$ cat src/rtl/seq_alu.sv
// seq_alu: sequential 16-bit ALU with a single-cycle EXEC path and a
// 16-iteration shift-add multiplier. Results, flags and the done pulse
// are all registered; operands and opcode are captured at issue.
module seq_alu (
    input  logic        clk,
    input  logic        clear,
    input  logic [15:0] A,
    input  logic [15:0] B,
    input  logic [2:0]  op,
    input  logic        start,
    output logic [15:0] C,
    output logic        busy,
    output logic        done,
    output logic        zero,
    output logic        carry
);

    // FSM encodings
    localparam logic [1:0] IDLE = 2'd0;
    localparam logic [1:0] EXEC = 2'd1;
    localparam logic [1:0] MUL  = 2'd2;

    // Opcode encodings
    localparam logic [2:0] OP_ADD = 3'b000;
    localparam logic [2:0] OP_SUB = 3'b001;
    localparam logic [2:0] OP_AND = 3'b010;
    localparam logic [2:0] OP_OR  = 3'b011;
    localparam logic [2:0] OP_XOR = 3'b100;
    localparam logic [2:0] OP_SHL = 3'b101;
    localparam logic [2:0] OP_SHR = 3'b110;
    localparam logic [2:0] OP_MUL = 3'b111;

    localparam logic [4:0] LAST_ITER = 5'd15;

    logic [1:0]  state;
    logic [15:0] aReg;
    logic [15:0] bReg;
    logic [2:0]  opReg;
    logic [4:0]  iterCnt;

    // Multiplier datapath: accumulator, left-shifting multiplicand,
    // right-shifting multiplier (LSB is the bit consumed this cycle)
    logic [31:0] acc;
    logic [31:0] mcand;
    logic [15:0] mplier;
    logic [31:0] accNext;
    logic        mulLast;

    logic        accept;
    logic [15:0] aluRes;
    logic        aluCarry;

    logic [16:0] sum17;
    logic [16:0] diff17;
    logic [31:0] shl32;
    logic [31:0] shr32;

    assign accept  = (state == IDLE) && start;
    assign mulLast = (iterCnt == LAST_ITER);

    // Single-cycle ALU on the latched operands; shift carries fall out of
    // the widened shift (the bit just beyond the result), which is
    // naturally 0 for a shift amount of 0.
    always_comb begin
        sum17    = {1'b0, aReg} + {1'b0, bReg};
        diff17   = {1'b0, aReg} - {1'b0, bReg};
        shl32    = {16'h0000, aReg} << bReg[3:0];
        shr32    = {aReg, 16'h0000} >> bReg[3:0];
        aluRes   = '0;
        aluCarry = 1'b0;
        case (opReg)
            OP_ADD: begin
                aluRes   = sum17[15:0];
                aluCarry = sum17[16];
            end
            OP_SUB: begin
                aluRes   = diff17[15:0];
                aluCarry = diff17[16];
            end
            OP_AND: aluRes = aReg & bReg;
            OP_OR:  aluRes = aReg | bReg;
            OP_XOR: aluRes = aReg ^ bReg;
            OP_SHL: begin
                aluRes   = shl32[15:0];
                aluCarry = shl32[16];
            end
            OP_SHR: begin
                aluRes   = shr32[31:16];
                aluCarry = shr32[15];
            end
            default: begin
                aluRes   = '0;
                aluCarry = 1'b0;
            end
        endcase
    end

    // Next accumulator value for the current multiplier bit
    always_comb begin
        accNext = acc;
        if (mplier[0]) begin
            accNext = acc + mcand;
        end
    end

    // Control FSM: issue, single-cycle execute, 16-step multiply
    always_ff @(posedge clk) begin
        if (clear) begin
            state   <= IDLE;
            busy    <= 1'b0;
            iterCnt <= '0;
        end else begin
            case (state)
                IDLE: begin
                    if (start) begin
                        busy    <= 1'b1;
                        iterCnt <= '0;
                        state   <= (op == OP_MUL) ? MUL : EXEC;
                    end
                end
                EXEC: begin
                    busy  <= 1'b0;
                    state <= IDLE;
                end
                MUL: begin
                    iterCnt <= iterCnt + 5'd1;
                    if (mulLast) begin
                        busy  <= 1'b0;
                        state <= IDLE;
                    end
                end
                default: begin
                    busy  <= 1'b0;
                    state <= IDLE;
                end
            endcase
        end
    end

    // Operand/opcode capture; only an accepted start may update them
    always_ff @(posedge clk) begin
        if (clear) begin
            aReg  <= '0;
            bReg  <= '0;
            opReg <= '0;
        end else if (accept) begin
            aReg  <= A;
            bReg  <= B;
            opReg <= op;
        end
    end

    // Shift-add multiplier datapath, loaded directly from the ports at issue
    always_ff @(posedge clk) begin
        if (clear) begin
            acc    <= '0;
            mcand  <= '0;
            mplier <= '0;
        end else if (accept) begin
            acc    <= '0;
            mcand  <= {16'h0000, A};
            mplier <= B;
        end else if (state == MUL) begin
            acc    <= accNext;
            mcand  <= mcand << 1;
            mplier <= mplier >> 1;
        end
    end

    // Result and flag registers, updated only on completion; done pulses
    always_ff @(posedge clk) begin
        if (clear) begin
            C     <= '0;
            zero  <= 1'b0;
            carry <= 1'b0;
            done  <= 1'b0;
        end else begin
            done <= 1'b0;
            if (state == EXEC) begin
                C     <= aluRes;
                carry <= aluCarry;
                zero  <= (aluRes == 16'h0000);
                done  <= 1'b1;
            end else if ((state == MUL) && mulLast) begin
                C     <= accNext[15:0];
                carry <= (accNext[31:16] != 16'h0000);
                zero  <= (accNext[15:0] == 16'h0000);
                done  <= 1'b1;
            end
        end
    end

endmodule

$ cat config.mk
export PLATFORM = sky130hd
export DESIGN_NAME = seq_alu
export DESIGN_NICKNAME = d
export VERILOG_FILES = /design/src/rtl/seq_alu.sv
export SDC_FILE = /design/constraint.sdc
export NUM_CORES = 1
export LEC_CHECK = 0
export ABC_AREA = 1
export CORE_MARGIN = 3
export CORE_UTILIZATION = 35
export CTS_CLUSTER_DIAMETER = 50
export CTS_CLUSTER_SIZE = 20
export DETAILED_ROUTE_END_ITERATION = 7
export PLACE_DENSITY_LB_ADDON = 0.1
export SYNTH_ARGS = -nofsm -noshare
export SYNTH_HDL_FRONTEND = slang
export SYNTH_SLANG_ARGS = --single-unit
$ cat constraint.sdc
create_clock -name clk -period 5.7 [get_ports clk]
set_input_delay 0.855 -clock clk [delete_from_list [all_inputs] [get_ports clk]]
set_output_delay 0.855 -clock clk [all_outputs]
set_load 0.02 [all_outputs]
==> results of run 1 <==
==> registers in the layout, summed over array words and instances (netlist names), 2 cells and up <==
signal	flops
C	16
aReg	16
acc	32
bReg	16
iterCnt	5
mcand	32
mplier	16
opReg	3
state	2
==> final timing paths <==
check | start | to | slack (ns)
setup / recovery | bReg[1] | zero | 2.40
hold / removal | iterCnt[3] | iterCnt[3] | 0.47
hold reg to reg | iterCnt[3] | iterCnt[3] | 0.47
setup reg to reg | bReg[1] | zero | 2.40
==> stage by stage <==
| stage | hold slack (ns) | total power, mW | instances |
|---|---|---|---|
| 2_1_floorplan | 0.4453 | 1.601 | 2034 |
| 3_3_place_gp | 0.4652 | 1.855 | 2469 |
| 3_5_place_dp | 0.4629 | 1.856 | 2469 |
| 4_1_cts | 0.4729 | 3.043 | 2501 |
| 5_1_grt | 0.4931 | 3.173 | 2501 |
| 6_report | 0.4720 | 3.025 | 2501 |
==> synth_stat cells (all sizes together) (2+ instances only) <==
library cell  number
o22ai             42
clkbuf            48
inv              302
nor3              14
ha                85
o21ai             85
nand4             16
nor2             168
buf               31
or2               17
xor2               2
o21bai             4
a21oi            113
o211ai            44
nand3            183
nand3b             4
nand2            663
o32ai              3
a31oi             25
o221ai             3
a32o               2
and3               3
a221oi             4
clkinv             4
o21a               4
and2              10
dfxtp            142
xnor2              5
fa                 3
==> final cells by class <==
class	instances	area, µm²	share of cell area [%]
timing repair buffer	72	678.2	5.059
tap	442	553.0	4.125
inverter	306	1149	8.568
clock buffer	19	432.9	3.229
clock inverter	13	162.7	1.213
sequential	142	2844	21.22
multi-input combinational	1507	7586	56.59
==> cells by family (layout without fill, tap and decap cells) <==
logic type / after synthesis / count (layout) / synth area share (%)
fa+ha+maj: 88 / 88 / 9.441
xor+xnor: 7 / 7 / 0.5151
flops: 142 / 142 / 23.89
compound gates: 332 / 332 / 16.23
mux: 1 / 1 / 0.08411
buf+inv: 385 / 410 / 12.46
simple gates: 1079 / 1079 / 37.38
==> power breakdown <==
part / switching (mW) / total (mW) / internal (mW)
Sequential: 0.0526 / 1.09 / 1.04
Combinational: 0.509 / 0.751 / 0.241
Clock: 0.491 / 1.18 / 0.691
Total: 1.05 / 3.02 / 1.97
==> layer usage <==
metal	share of wire (%)	global-route usage [%]
met1	46	33.09
met2	48	43.37
met3	3.5	2.610
met4	1.8	6.943
met5	0	0
==> worst reg2reg max path, delay by kind of cell, from the launching register on <==
family	cells	cell delay (ns)
simple gates	13	1.43
buf+inv	3	0.83
fa+ha+maj	1	0.54
flops	1	0.31
compound gates	1	0.14
==> results.py, run 1 <==
metrics = {
    "cts": {
        "cts_buffer_depth": 2,
        "htreeDepth": 4,
        "cts_tree": "built",
        "cts_sinks": 142,
        "cts_hold_buf": 0,
        "numCtsBuffers": 17,
        "clk_latency_ns": 0.45,
        "clk_pin_slew_worst_paths_ns": 0.07,
        "cts_resized": 0,
        "clockRootBuffer": "clkbuf_16",
        "cts_setup_buffers": 0,
    },
    "drt": {
        "drtIter0Drc": 966,
        "ant_nets": 0,
        "vias_per_cell": 5.165,
        "wl_per_cell_um": 18.17,
        "wirelength_mm": 45.44,
        "drt_pass1_iterations": 5,
        "drc_errors": 0,
        "vias": 12918,
    },
    "hold_path": {
        "hold_path_class": "reg -> reg",
        "hold_depth": 2,
    },
    "timing": {
        "skew_ns": 0.01521,
        "slew_headroom_pct": 26.83,
        "slew_viol_final": 0,
        "timing.fmax_mhz": 302.9,
        "worst_pin_slew_ns": 1.093,
        "worst_slack_ns": 2.398,
        "rsz0062_at_grt": "false",
        "period_share_pct": 57.93,
        "setup_viol": 0,
        "finalSetupTns_ns": 0,
        "hold_viol_final": 0,
        "period_needed_ns": 3.302,
    },
    "placed_design": {
        "hpwl_mm": 35.94,
        "dp_slack_ns": 2.069,
        "place_area_um2": 12810,
        "place_congestion": 0.9583,
        "portBuffers": 57,
    },
    "critical_path": {
        "critPathBufInv": 3,
        "end_kind": "register",
        "path_depth": 18,
        "crit_arrival_ns": 3.68,
        "cp_slowest_stage_delay_ns": 0.53,
        "worst-r2r-cell-count": 18,
        "crit_family": "simple AND/OR/NAND/NOR gates",
        "cpMostUsedCell": "nand2_1",
        "startpoint_type": "register",
        "crit_slowest_cell": "fa_1",
        "critPathKind": "reg -> reg",
        "crit_chain": "buf_4 -> inv_2 -> fa_1 -> inv_1 -> nand3_1 -> nand2_1 -> nand3_1 -> nand2_1 -> nand2_1 -> nand2_1 -> nand2_1 -> nand3_1 -> nand3_1 -> nor2_1 -> nand2_1 -> nor2_1 -> nand3_1 -> a21oi_1",
        "cp.required_ns": 6.08,
        "crit_fanout": 37,
    },
    "cells_and_area": {
        "final_cell_mix": "nand2_1, inv_1, nand3_1",
        "diodes": 0,
        "area_delta_synth_final_pct": 12.64,
        "drive_gt1_share_pct": 4.031,
        "nFillCells": 3701,
        "fin_util_pct": 40.58,
        "mostFrequentLayoutCell": "nand2_1",
        "fin_area_um2": 13410,
        "fin_nets": 2172,
    },
    "floorplanning": {
        "die_h_um": 190.4,
        "core_um2": 33030,
        "fp-row-count": 66,
        "ios": 58,
        "die_area_um2": 36250,
        "die_w_um": 190.4,
        "initial_utilization_pct": 36.03,
    },
    "synthesis": {
        "synth.area.top_cells": "dfxtp_1, nand2_1, inv_1",
        "synth_edf_count": 0,
        "netlist-cell-type-count": 42,
        "synth_top_cell_by_area": "dfxtp_1",
        "syn_avg_cell_area_um2": 5.851,
        "async_flop_share_pct": 0,
        "synth_area_um2": 11900,
        "ys_dominant_reg_cell": "dfxtp_1",
        "syn_nets": 2160,
        "ys_seq_area_share_pct": 23.89,
        "synth_top_area_share_pct": 23.89,
        "netlist_instances": 2034,
        "yosys_warnings": 0,
        "ys_ff_latch": 142,
    },
    "global_route": {
        "grt_pass1_vias": 12320,
        "antenna_found_initial": 0,
        "grt_usage_pct": 25.02,
        "grt_max_degree": 83,
        "grt_pass1_wl_mm": 70.45,
        "overflow": 0,
    },
    "flow_run": {
        "max_cap_viol_count": 0,
    },
    "power": {
        "max-vdd-ir-drop_v": 0.0001984,
        "p_per_area_nw_per_um2": 225.6,
        "leakagePower_nw": 6.432,
    },
    "status": {
        "outcome": "finished clean",
    },
}
No activity file was read; power rests on OpenSTA's default activity.
==> run 2, diff against run 1 <==
==> constraint.sdc (replaced) <==
create_clock -name clk -period 2.7 [get_ports clk]
set_input_delay 0.405 -clock clk [delete_from_list [all_inputs] [get_ports clk]]
set_output_delay 0.405 -clock clk [all_outputs]
set_load 0.02 [all_outputs]
==> run 2 against run 1 <==
Via count is 2.7% higher. Critical endpoint unchanged. Register-to-register slack worse by 2.2 ns. Global-route usage is 0.80 points higher. Cell area is 4.9% higher. Sequential share of layout area is 0.91 points lower. Core utilization is 2.0 points higher. Die area stayed put. Clock power is 110% higher.
==> results.py, run 2 (synthesis results as in run 1) <==
metrics = {
    "status": {
        "outcome": "finished clean",
    },
    "timing": {
        "worst_pin_slew_ns": 1.096,
        "slew_headroom_pct": 26.69,
        "holdWs_ns": 0.2259,
        "skew_ns": 0.01022,
        "rsz0062_at_grt": "false",
        "slew_viol_final": 0,
        "period_needed_ns": 2.550,
        "timing.fmax_mhz": 392.2,
        "hold_viol_final": 0,
        "worst_slack_ns": 0.1504,
        "finalSetupTns_ns": 0,
        "setup_viol": 0,
        "period_share_pct": 94.43,
    },
    "cells_and_area": {
        "fin_cells": 2565,
        "fin_area_um2": 14060,
        "diodes": 0,
        "reg_top3": "acc: 32 flops, mcand: 32 flops",
        "nFillCells": 3737,
        "drive_gt1_share_pct": 8.761,
        "area_delta_synth_final_pct": 18.17,
        "mostFrequentLayoutCell": "nand2_1",
        "fin_nets": 2236,
        "final_cell_mix": "nand2_1, inv_1, nand3_1",
    },
    "floorplanning": {
        "die_h_um": 190.4,
        "die_area_um2": 36250,
        "die_w_um": 190.4,
        "fp-row-count": 66,
        "initial_utilization_pct": 36.03,
        "core_um2": 33030,
        "ios": 58,
    },
    "placed_design": {
        "portBuffers": 57,
        "place_congestion": 0.9992,
        "dpl.cell_count": 2532,
        "place_area_um2": 13330,
        "hpwl_mm": 37.57,
        "dp_slack_ns": -0.06814,
    },
    "critical_path": {
        "crit_slowest_cell": "fa_1",
        "cp_slowest_stage_delay_ns": 0.42,
        "crit_fanout": 4,
        "critPathKind": "reg -> reg",
        "crit_chain": "inv_2 -> ha_1 -> inv_1 -> fa_1 -> nand3_1 -> nand2_1 -> nand2_1 -> nand2_2 -> nand2_1 -> nand3_1 -> nand3_1 -> nand3_1 -> nor2_1 -> nand2_1 -> nor2_2 -> nand3_1 -> a21oi_1",
        "cpMostUsedCell": "nand3_1",
        "crit_arrival_ns": 2.93,
        "cp.required_ns": 3.08,
        "startpoint_type": "register",
        "end_kind": "register",
    },
    "global_route": {
        "grt.busiest_layer": "met2",
        "grt_usage_pct": 25.82,
        "gr-usage-met1_pct": 33.05,
        "antenna_found_initial": 0,
        "grt_pass1_vias": 12848,
        "grt_max_degree": 83,
        "overflow": 0,
        "grt_pass1_wl_mm": 72.31,
        "met3_usage_pct": 2.868,
        "use_met2_pct": 45.35,
    },
    "cts": {
        "clockRootBuffer": "clkbuf_16",
        "clk_latency_ns": 0.44,
        "cts_tree": "built",
        "numCtsBuffers": 17,
        "cts_hold_buf": 0,
        "clk_pin_slew_worst_paths_ns": 0.07,
        "htreeDepth": 4,
        "cts_buffer_depth": 2,
        "cts_sinks": 142,
    },
    "drt": {
        "drtIter0Drc": 1033,
        "vias_per_cell": 5.173,
        "ant_nets": 0,
        "wl_per_cell_um": 18.22,
        "drc_errors": 0,
        "drt_pass1_iterations": 8,
        "vias": 13268,
        "wirelength_mm": 46.74,
    },
    "flow_run": {
        "max_cap_viol_count": 0,
    },
    "power": {
        "p_per_area_nw_per_um2": 467.3,
        "max-vdd-ir-drop_v": 0.0004660,
        "leakagePower_nw": 6.770,
    },
    "hold_path": {
        "hold_path_class": "in -> reg",
    },
}
run 2: worst paths after layout:
kind / start / endpoint / slack (ns) / cells past startpoint
max reg2reg: aReg[0] / zero / 0.15 / 17
min: clear / iterCnt[3] / 0.23 / 2
min reg2reg: mplier[5] / mplier[5] / 0.48 / 2
max: aReg[0] / zero / 0.15 / 17
run 2: cell type report:
type	instances	area (µm²)	area share, %
Clock buffer	19	442.9	3.149
Clock inverter	13	152.6	1.085
Inverter	306	1151	8.185
Multi-Input combinational cell	1507	7700	54.75
Sequential cell	142	2855	20.30
Tap cell	442	553.0	3.932
Timing Repair Buffer	136	1209	8.594
run 2: metrics by stage:
stage	power [mW]	util, %
after global placement	4.070	40.36
final	6.571	42.58
after floorplan	3.381	-
after global routing	6.879	42.58
after CTS	6.559	42.20
after detailed placement	4.063	40.36
run 2: power breakdown:
part / total, mW / switching (mW) / internal (mW)
Combinational: 1.79 / 1.16 / 0.634
Sequential: 2.29 / 0.0945 / 2.20
Clock: 2.49 / 1.08 / 1.41
Total: 6.57 / 2.33 / 4.24
run 2: worst max-delay path: cells and delay by family, from the launching register on:
family | cells | cell delay, ns
AND/OR/NAND/NOR | 12 | 1.26
buffers and inverters | 2 | 0.16
AO/OA/AOI/OAI | 1 | 0.12
adder cells (fa/ha/maj) | 2 | 0.59
flip-flops | 1 | 0.36
run 2: timing repair:
action,in CTS,in global routing
gates cloned,0,0
endpoints found under the hold margin,0,0
buffers inserted,0,1
resized for setup,4,45
endpoints found under the setup margin,2,8
pin swaps,0,3
run 2: per-layer routing:
metal,up-vias,routed length (µm)
met5,-,0
met4,0,1305
met3,78,1846
met2,355,22660
met1,6126,20930
li1,6709,-
==> run 3, diff against run 2 <==
--- a/config.mk
+++ b/config.mk
@@ -7,11 +7,11 @@
 export LEC_CHECK = 0
 export ABC_AREA = 1
 export CORE_MARGIN = 3
-export CORE_UTILIZATION = 35
+export CORE_UTILIZATION = 56
 export CTS_CLUSTER_DIAMETER = 50
 export CTS_CLUSTER_SIZE = 20
 export DETAILED_ROUTE_END_ITERATION = 7
-export PLACE_DENSITY_LB_ADDON = 0.1
+export PLACE_DENSITY_LB_ADDON = 0.12
 export SYNTH_ARGS = -nofsm -noshare
 export SYNTH_HDL_FRONTEND = slang
 export SYNTH_SLANG_ARGS = --single-unit
==> constraint.sdc (replaced) <==
create_clock -name clk -period 2.3 [get_ports clk]
set_input_delay 0.345 -clock clk [delete_from_list [all_inputs] [get_ports clk]]
set_output_delay 0.345 -clock clk [all_outputs]
set_load 0.02 [all_outputs]
==> run 3 against run 2 <==
Clock power up 15%. First-iteration DRC count rose by 51%. Highest routed layer unchanged. Non-clock buffer count increased by 159. Power up 23%. Cell count fell by 0.51%. Critical endpoint unchanged. Register-to-register slack worse by 0.26 ns. Routed wire length increased by 3.7%. Clock-buffer cell count shrank 2. Hold slack lost 0.048 ns. The run now ends with negative setup slack left. Worst setup slack worse by 0.26 ns. Largest power group unchanged. Cell area grew 12%. Critical path type unchanged.
==> results.py, run 3 (synthesis results as in run 1) <==
metrics = {
    "critical_path": {
        "crit_fanout": 2,
        "cp.required_ns": 2.67,
        "critPathKind": "reg -> reg",
        "end_kind": "register",
        "crit_arrival_ns": 2.78,
        "startpoint_type": "register",
    },
    "global_route": {
        "overflow": 0,
        "grt_pass1_vias": 13991,
        "grt_max_degree": 66,
        "antenna_found_initial": 0,
        "grt_usage_pct": 40.13,
        "grt_pass1_wl_mm": 71.89,
    },
    "status": {
        "failed_checks": "negative setup slack",
        "outcome": "finished, violations left",
    },
    "timing": {
        "slew_viol_final": 0,
        "period_share_pct": 104.6,
        "worst_pin_slew_ns": 0.8409,
        "worst_slack_ns": -0.1067,
        "skew_ns": 0.01028,
        "timing.fmax_mhz": 415.5,
        "slew_headroom_pct": 43.73,
        "rsz0062_at_grt": "true",
        "period_needed_ns": 2.407,
        "setup_viol": 2,
        "hold_viol_final": 0,
    },
    "drt": {
        "drtIter0Drc": 1556,
        "ant_nets": 0,
        "drt_pass1_iterations": 6,
        "drc_errors": 0,
        "vias": 15061,
        "wirelength_mm": 48.45,
        "wl_per_cell_um": 18.99,
        "vias_per_cell": 5.902,
    },
    "cells_and_area": {
        "area_delta_synth_final_pct": 32.56,
        "diodes": 0,
        "reg_top3": "acc: 32 flops, mcand: 32 flops",
        "drive_gt1_share_pct": 21.38,
        "fin_util_pct": 76.73,
        "fin_area_um2": 15780,
        "final_cell_mix": "nand2_1, inv_1, buf_4",
        "fin_cells": 2552,
        "fin_nets": 2395,
        "mostFrequentLayoutCell": "nand2_1",
    },
    "power": {
        "switchingPower_mw": 2.929,
        "p_int_mw": 5.137,
        "p_per_area_nw_per_um2": 511.3,
        "p_comb_share_pct": 31.3,
        "pwr-share-seq_pct": 33.2,
        "swShare_pct": 36.31,
        "max-vdd-ir-drop_v": 0.0004704,
        "p_clk_share_pct": 35.5,
        "leakagePower_nw": 7.583,
    },
    "cts": {
        "numCtsBuffers": 17,
        "clk_pin_slew_worst_paths_ns": 0.07,
        "cts_sinks": 142,
        "htreeDepth": 4,
        "cts_tree": "built",
        "cts_buffer_depth": 2,
        "clockRootBuffer": "clkbuf_16",
        "clk_latency_ns": 0.44,
    },
    "floorplanning": {
        "die_h_um": 151.8,
        "die_area_um2": 23040,
        "fp-row-count": 52,
        "core_um2": 20560,
        "die_w_um": 151.8,
        "ios": 58,
        "initial_utilization_pct": 57.89,
    },
    "placed_design": {
        "dpl.cell_count": 2509,
        "portBuffers": 57,
        "hpwl_mm": 35.98,
        "place_area_um2": 14220,
        "place_congestion": 1.088,
    },
    "flow_run": {
        "max_cap_viol_count": 0,
    },
    "hold_path": {
        "hold_path_class": "in -> reg",
    },
}
run 3: cell types whose count changed in the layout (fill, tap and decap cells not counted), sizes merged:
cell	before	now
buf	80	238
inv	308	311
clkinv	7	4
clkinvlp	2	5
clkbuf	19	18
bufinv	2	1
run 3: routing by layer:
| layer | share of wire (%) | track usage [%] | wire, µm |
|---|---|---|---|
| met1 | 38 | 48.28 | 18180 |
| met2 | 45 | 67.60 | 22020 |
| met3 | 9.8 | 7.347 | 4772 |
| met4 | 7.2 | 22.15 | 3482 |
| met5 | 0 | 0 | 0 |
run 3: path summary, 6_finish.rpt:
path,slack [ns],start,cells after the start,to
setup / recovery,-0.11,mcand[0],15,zero
hold reg to reg,0.47,iterCnt[3],2,iterCnt[3]
setup reg to reg,-0.11,mcand[0],15,zero
hold / removal,0.18,clear,2,mplier[0]
run 3: layout make-up:
type | count | area, µm²
Multi-Input combinational cell | 1507 | 8412
Clock inverter | 15 | 151.4
Clock buffer | 17 | 425.4
Inverter | 306 | 1155
Timing Repair Buffer | 295 | 2419
Sequential cell | 142 | 2877
Fill cell | 1632 | 4783
Tap cell | 270 | 337.8
run 3: timing repair:
action,CTS,global route
setup endpoints to repair,16,25
pin swaps,32,22
resized for setup,100,120
gates cloned,0,1
buffers inserted,6,4
hold buffers,0,0
endpoints found under the hold margin,0,0
run 3: power by group through the flow:
stage | combinational (mW) | sequential [mW] | clock [mW]
2_1_floorplan | 1.24 | 2.73 | 0
3_5_place_dp | 2.24 | 2.71 | 0
5_1_grt | 2.73 | 2.69 | 2.93
6_report | 2.52 | 2.68 | 2.86
4_1_cts | 2.33 | 2.67 | 2.84
3_3_place_gp | 2.22 | 2.71 | 0
run 3: metrics by stage:
step	worst slack [ns]	power, mW	TNS (ns)	hold WS (ns)
finish	-0.1067	8.066	-0.1998	0.1782
detailed placement	-0.2220	4.953	-1.077	0.4589
global route	-0.2626	8.344	-1.263	0.1942
CTS	-0.04159	7.842	-0.04159	0.1699
floorplan	0.009824	3.970	0	0.4453
global placement	-0.1138	4.923	-0.2190	0.4526
run 3: critical path, stage by stage, from the launching register on:
cell,delay [ns]
dfxtp_2,0.36
ha_4,0.14
inv_2,0.03
fa_2,0.52
nand2_2,0.06
o21ai_2,0.09
nand2_1,0.12
nor3_2,0.19
nand3_1,0.12
nor2_1,0.14
nand3_1,0.14
nor2_1,0.13
nand3_1,0.08
nand2_1,0.08
inv_2,0.05
a21oi_2,0.10
